`config.mk`:
```
export PLATFORM = sky130hd
export DESIGN_NAME = dht11_comfort_monitor
export DESIGN_NICKNAME = d
export VERILOG_FILES = /design/src/rtl/dht11_pkg.sv /design/src/rtl/dht11_hyst_classifier.sv /design/src/rtl/dht11_comfort_monitor.sv
export SDC_FILE = /design/constraint.sdc
export NUM_CORES = 1
export LEC_CHECK = 0
export ABC_CLOCK_PERIOD_IN_PS = 6100
export CORE_ASPECT_RATIO = 1.75
export CORE_MARGIN = 8
export CORE_UTILIZATION = 59
export CTS_CLUSTER_SIZE = 25
export DETAILED_ROUTE_END_ITERATION = 10
export GPL_TIMING_DRIVEN = 0
export PLACE_DENSITY_LB_ADDON = 0.05
export RECOVER_POWER = 50
export SLEW_MARGIN = 0
export SYNTH_ARGS = -nofsm -noshare
export SYNTH_HDL_FRONTEND = slang
export SYNTH_HIERARCHICAL = 1
export SYNTH_SLANG_ARGS = --single-unit
export TNS_END_PERCENT = 100
```
`constraint.sdc`:
```
create_clock -name clk -period 6.1 [get_ports clk]
set_input_delay 1.83 -clock clk [delete_from_list [all_inputs] [get_ports clk]]
set_output_delay 1.83 -clock clk [all_outputs]
set_load 0.005 [all_outputs]
```
`src/rtl/dht11_pkg.sv`:
```
// Shared definitions for the DHT11 comfort monitor slice.
// Level codes, FSM states and sensor range limits.
package dht11_pkg;

    localparam logic [1:0] LVL_LOW    = 2'b00;
    localparam logic [1:0] LVL_NORMAL = 2'b01;
    localparam logic [1:0] LVL_HIGH   = 2'b10;

    typedef enum logic [1:0] {
        ST_IDLE,
        ST_CAPTURE,
        ST_ACCUM,
        ST_CLASSIFY
    } state_t;

    localparam int DHT_TEMP_MAX = 50;
    localparam int DHT_HUM_MAX  = 95;

endpackage

```
`src/rtl/dht11_hyst_classifier.sv`:
```
// Three-level classifier with a hysteresis band.
// Level is updated only when en is high.
module dht11_hyst_classifier
    import dht11_pkg::*;
#(
    parameter int LOW  = 18,
    parameter int HIGH = 28,
    parameter int HYST = 1
) (
    input  logic       clk,
    input  logic       rst,
    input  logic       en,
    input  logic       first,
    input  logic [7:0] avg,
    output logic [1:0] level
);

    localparam logic [8:0] LO    = 9'(LOW);
    localparam logic [8:0] HI    = 9'(HIGH);
    localparam logic [8:0] LO_UP = 9'(LOW + HYST);
    localparam logic [8:0] HI_DN = 9'(HIGH - HYST);

    logic [8:0] a;
    logic       below;
    logic       above;
    logic       lo_exit;
    logic       hi_exit;

    assign a       = {1'b0, avg};
    assign below   = a < LO;
    assign above   = a > HI;
    assign lo_exit = a >= LO_UP;
    assign hi_exit = a <= HI_DN;

    // Level register: direct on first sample, banded afterwards
    always_ff @(posedge clk) begin
        if (rst) begin
            level <= LVL_NORMAL;
        end else if (en) begin
            if (first) begin
                level <= below ? LVL_LOW
                       : above ? LVL_HIGH
                       : LVL_NORMAL;
            end else begin
                unique case (level)
                    LVL_LOW: begin
                        if (above)
                            level <= LVL_HIGH;
                        else if (lo_exit)
                            level <= LVL_NORMAL;
                    end
                    LVL_HIGH: begin
                        if (below)
                            level <= LVL_LOW;
                        else if (hi_exit)
                            level <= LVL_NORMAL;
                    end
                    default: begin
                        level <= below ? LVL_LOW
                               : above ? LVL_HIGH
                               : LVL_NORMAL;
                    end
                endcase
            end
        end
    end

endmodule

```
`src/rtl/dht11_comfort_monitor.sv`:
```
// Range-checks DHT11 readings, averages them over a ring
// buffer, classifies with hysteresis and flags stale data.
module dht11_comfort_monitor
    import dht11_pkg::*;
#(
    parameter int AVG_LOG2     = 2,
    parameter int TEMP_LOW     = 18,
    parameter int TEMP_HIGH    = 28,
    parameter int HUM_LOW      = 30,
    parameter int HUM_HIGH     = 70,
    parameter int HYST         = 1,
    parameter int TEMP_MAX     = DHT_TEMP_MAX,
    parameter int HUM_MAX      = DHT_HUM_MAX,
    parameter int STALE_CYCLES = 375000000
) (
    input  logic        clk,
    input  logic        rst,
    input  logic [15:0] humidity,
    input  logic [15:0] temperature,
    input  logic        valid,
    output logic [7:0]  hum_avg,
    output logic [7:0]  temp_avg,
    output logic [1:0]  hum_level,
    output logic [1:0]  temp_level,
    output logic        update,
    output logic        stale,
    output logic [7:0]  reject_cnt
);

    localparam int DEPTH = 1 << AVG_LOG2;
    localparam int SW    = 8 + AVG_LOG2;
    localparam int TW    = $clog2(STALE_CYCLES + 1);
    localparam logic [TW-1:0] STALE_MAX = TW'(STALE_CYCLES);

    state_t              state;
    logic                valid_q;
    logic                vedge;
    logic                primed;
    logic                in_range;
    logic                acc_en;
    logic [7:0]          t_s;
    logic [7:0]          h_s;
    logic [SW-1:0]       t_sum;
    logic [SW-1:0]       h_sum;
    logic [SW-1:0]       t_nsum;
    logic [SW-1:0]       h_nsum;
    logic [7:0]          t_navg;
    logic [7:0]          h_navg;
    logic [7:0]          t_ring [DEPTH];
    logic [7:0]          h_ring [DEPTH];
    logic [AVG_LOG2-1:0] ptr;
    logic [TW-1:0]       timer;
    logic                unused_dec;

    assign unused_dec = ^{humidity[7:0], temperature[7:0]};
    assign vedge      = valid & ~valid_q;
    assign acc_en     = state == ST_ACCUM;
    assign in_range   = (t_s <= 8'(TEMP_MAX))
                      && (h_s <= 8'(HUM_MAX));
    assign stale      = (timer == STALE_MAX) | ~primed;

    // Running sums after the sample currently held
    always_comb begin
        t_nsum = SW'(t_s) << AVG_LOG2;
        h_nsum = SW'(h_s) << AVG_LOG2;
        if (primed) begin
            t_nsum = t_sum - SW'(t_ring[ptr]) + SW'(t_s);
            h_nsum = h_sum - SW'(h_ring[ptr]) + SW'(h_s);
        end
    end

    assign t_navg = t_nsum[SW-1:AVG_LOG2];
    assign h_navg = h_nsum[SW-1:AVG_LOG2];

    // Sample FSM with buffer, sums and registered outputs
    always_ff @(posedge clk) begin
        if (rst) begin
            state      <= ST_IDLE;
            valid_q    <= 1'b0;
            primed     <= 1'b0;
            t_s        <= '0;
            h_s        <= '0;
            t_sum      <= '0;
            h_sum      <= '0;
            ptr        <= '0;
            temp_avg   <= '0;
            hum_avg    <= '0;
            update     <= 1'b0;
            reject_cnt <= '0;
            for (int i = 0; i < DEPTH; i++) begin
                t_ring[i] <= '0;
                h_ring[i] <= '0;
            end
        end else begin
            valid_q <= valid;
            update  <= 1'b0;
            unique case (state)
                ST_IDLE: begin
                    if (vedge) begin
                        t_s   <= temperature[15:8];
                        h_s   <= humidity[15:8];
                        state <= ST_CAPTURE;
                    end
                end
                ST_CAPTURE: begin
                    if (!in_range) begin
                        if (reject_cnt != 8'hff)
                            reject_cnt <= reject_cnt + 8'd1;
                        state <= ST_IDLE;
                    end else begin
                        state <= ST_ACCUM;
                    end
                end
                ST_ACCUM: begin
                    t_sum <= t_nsum;
                    h_sum <= h_nsum;
                    if (!primed) begin
                        for (int i = 0; i < DEPTH; i++) begin
                            t_ring[i] <= t_s;
                            h_ring[i] <= h_s;
                        end
                    end else begin
                        t_ring[ptr] <= t_s;
                        h_ring[ptr] <= h_s;
                        ptr         <= ptr + 1'b1;
                    end
                    primed   <= 1'b1;
                    temp_avg <= t_navg;
                    hum_avg  <= h_navg;
                    update   <= 1'b1;
                    state    <= ST_CLASSIFY;
                end
                ST_CLASSIFY: begin
                    state <= ST_IDLE;
                end
                default: state <= ST_IDLE;
            endcase
        end
    end

    // Stale timer: cleared by an accepted sample, saturates
    always_ff @(posedge clk) begin
        if (rst)
            timer <= '0;
        else if (acc_en)
            timer <= '0;
        else if (timer != STALE_MAX)
            timer <= timer + 1'b1;
    end

    dht11_hyst_classifier #(
        .LOW  (TEMP_LOW),
        .HIGH (TEMP_HIGH),
        .HYST (HYST)
    ) u_temp_cls (
        .clk   (clk),
        .rst   (rst),
        .en    (acc_en),
        .first (~primed),
        .avg   (t_navg),
        .level (temp_level)
    );

    dht11_hyst_classifier #(
        .LOW  (HUM_LOW),
        .HIGH (HUM_HIGH),
        .HYST (HYST)
    ) u_hum_cls (
        .clk   (clk),
        .rst   (rst),
        .en    (acc_en),
        .first (~primed),
        .avg   (h_navg),
        .level (hum_level)
    );

endmodule

```
==> metrics.txt <==
Comb pwr share=18.7%; Synth Area in Compound Gates=12.2%; clock slew at reported path FFs=0.07 ns; vias in the first global route=6795; largest net degree at the start of global routing=17; Post-CTS Resized=0; post-synthesis simple-gate area fraction=19.3%; sw frac=29.8%; CTS tree=built; r2r setup slk=0.81 ns; Antenna diodes=0; Max Fanout on Critical Path=10; CP max stage cell=mux4_2; Reg power frac=43.6%; Synth async-reset ratio=0%; hold slack=0.453 ns; Mapped Area=8250 sq um; EDFF count, synth=64; Slew HR=34.4%; PD cells=272 nW/um^2; Antenna Nets Post-Route=0; Final HPWL DP=15.6 mm; final hold violations=0; Layout area overhead=15.1%; status=completed; Sink Count=150; layout cells sized above 1=9.47%; wire per inst=18.5 microns; drt total wl=20.3 mm; Core ar.=13800 sq um; Starting Density=60.0%; htree depth=4; Design Area, Final=9500 sq um; number of post-CTS setup repair buffers=0; Placed Area=8950 sq um; Iter 0 DRT Violations=435; FILL cells=1099; Synth Net Count=917; largest family of logic cells by synthesized area=simple AND/OR/NAND/NOR gates; clock share of power=37.6%; Placer Congestion=0.920; Startpoint Class=flop; HP Class=reg2reg; cell mode on critical path=a211o_1; Period minus WS final=5.29 ns; multiplexer area fraction after synthesis=5.00%; initial antenna violation count=0; first-pass GRT wire length=33.0 mm; WP data arrival=5.60 ns; Crit. End Element=flop; Port-buffer cells=48; Ys Warns=6; max-cap violations=0; later-pin clock latency in the skew report=0.42 ns; sequential fraction of the synthesis area=44.1%; vias per cell=5.88; Worst EP required=6.41 ns; Root Driver=clkbuf_16; Final setup viols=0; internal power=1820 uW; Post-Synth XOR/XNOR Area=4.46%; Setup CP Type=reg2reg; fin. max-slew vios=0; final period utilization=86.7%; FMAX=189 MHz; DRT Pass-1 Iters=5; die width=105 microns; nets=984; Static Leak=0.00398 uW; num rows=57; top_reg_cell synth=dfxtp_1; syn avg cell area=9.84 sq um; biggest cell delay along the critical path=0.57 ns; unrepaired setup endpoints after global routing=false; CTS buffer count=17; P_sw=771 uW; I/O pin cnt=65; sum of negative setup slack=0 ns; gr ovfl total=0; # DRC=0; Worst-Margin Slew=0.983 ns; hold_buf cts=0; CP Cell Sequence=clkbuf_1, buf_2, mux4_2, fa_1, inv_1, ha_1, a211o_1, a211o_1, o21ba_2, or3_1, nor4_1, a211o_1, nand3_1, o41a_1; DR vias=6447; DIE HEIGHT=172 microns; Syn Inst Count=839; die area=18200 sq um; Clock Tree Buf Depth=2; GRT Overall Usage=23.2%; Yosys cell types=70; Peak supply drop=0.000253 V; Max Clock Skew=0.0110 ns; Seq cells post-synth=150; adder-cell area share of the yosys netlist=7.97%
-- Yosys cell counts, types with 3 or more instances --
master,n,share of area (%)
o21ai_0,15,0.91
a211oi_1,9,0.82
a31o_2,4,0.42
nor3b_1,3,0.27
xnor2_1,20,2.1
nand2_1,73,3.3
a21oi_1,53,3.2
and3_1,69,5.2
mux2i_1,3,0.36
nor4_1,4,0.30
nor2b_1,4,0.30
nand3b_1,3,0.27
mux4_2,16,4.4
nand2b_1,5,0.38
o32ai_1,3,0.32
nor2_1,66,3.0
fa_1,16,3.9
clkbuf_1,35,1.6
dfxtp_1,86,21
a21o_1,14,1.3
or3_1,6,0.45
nor3_1,7,0.42
buf_2,3,0.18
ha_1,27,4.1
o211ai_1,6,0.55
o21a_1,9,0.82
a311oi_1,5,0.53
inv_1,78,3.5
nand3_1,28,1.7
buf_4,16,1.5
xor2_1,22,2.3
a211o_1,7,0.74
nand4_1,12,0.91
o41a_1,3,0.41
edfxtp_1,64,23
-- flip-flops by register name (all words and copies together), names as in the netlist, named ones only --
register / count
h_ring: 32
t_ring: 32
timer: 29
h_s: 8
hum_avg: 8
reject_cnt: 8
t_s: 8
temp_avg: 8
h_sum: 2
ptr: 2
t_sum: 2
u_hum_cls/level: 2
u_temp_cls/level: 2
primed: 1
state: 1
update: 1
valid_q: 1
-- placed cells by master, fill, tap and decap left out, drive strengths merged, types with 4 or more instances in the layout --
| cell | synthesis | layout |
|---|---|---|
| o21a | 9 | 9 |
| clkbuf | 35 | 53 |
| o21ai | 15 | 15 |
| buf | 20 | 20 |
| nand2b | 5 | 5 |
| nor3 | 9 | 9 |
| a211o | 7 | 7 |
| a31o | 4 | 4 |
| ha | 27 | 27 |
| fa | 16 | 16 |
| clkdlybuf4s50 | 0 | 17 |
| and3 | 69 | 69 |
| or3 | 6 | 6 |
| a21oi | 53 | 53 |
| mux4 | 16 | 16 |
| nor4 | 6 | 6 |
| clkinv | 1 | 6 |
| dlygate4sd3 | 0 | 31 |
| inv | 79 | 87 |
| o211ai | 6 | 6 |
| dfxtp | 86 | 86 |
| a21o | 14 | 14 |
| xnor2 | 20 | 20 |
| a311oi | 5 | 5 |
| nand3 | 28 | 28 |
| a211oi | 9 | 9 |
| nor2b | 4 | 4 |
| xor2 | 22 | 22 |
| edfxtp | 64 | 64 |
| nor2 | 66 | 66 |
| nand2 | 73 | 73 |
| nand4 | 15 | 15 |
-- worst max-delay path: cells and delay by family, from the launching register on --
family	cells	cell delay (ns)
adders and majority gates	2	0.80
AOI/OAI and AO/OA	5	1.61
and+or+nand+nor	3	0.95
buffers and inverters	3	0.93
DFF	1	0.31
muxes	1	0.57
-- logic make-up after synthesis --
family	Yosys count
muxes	21
and+or+nand+nor	301
AOI/OAI and AO/OA	147
buffers and inverters	135
adders and majority gates	43
xor gates and xnor gates	42
DFF	150
-- cell type report --
type / instances / area [sq um] / share of cell area (%)
multi-input cells: 554 / 4040 / 42.5
flip-flops and latches: 150 / 3640 / 38.4
well taps: 177 / 221 / 2.33
repair buffers: 48 / 480 / 5.06
plain buffers: 55 / 270 / 2.85
clock inverters: 14 / 111 / 1.17
clock buffers: 18 / 429 / 4.52
inverters: 80 / 300 / 3.16
-- metal layers --
layer  GRT usage (%)  share of wire (%)
met3            4.07                4.2
met1            22.9                 36
met5               0                  0
met2            45.1                 56
met4            11.4                3.1
-- power groups by stage --
stage	clock network (uW)	logic [uW]	registers (uW)
final	974	484	1130
after global routing	1030	532	1130
after detailed placement	0	480	1150
after global placement	0	467	1150
after floorplan	0	345	1140
after CTS	984	484	1130
-- through the flow --
step	utilization (%)	setup slack [ns]	cells	power, uW
finish	69.0	0.812	1096	2590
global route	69.0	0.516	1096	2690
CTS	69.0	0.808	1096	2600
detailed placement	65.1	0.867	1064	1630
global placement	65.1	0.947	1064	1610
floorplan	-	1.37	839	1480
-- final timing paths --
check,cells past startpoint,endpoint,from
worst min register to register,2,t_sum[1],t_sum[1]
worst max register to register,14,u_hum_cls/level[0],flop
worst max-delay path,14,u_hum_cls/level[0],flop
worst min-delay path,2,t_sum[1],t_sum[1]
No activity file was read; power rests on OpenSTA's default activity.
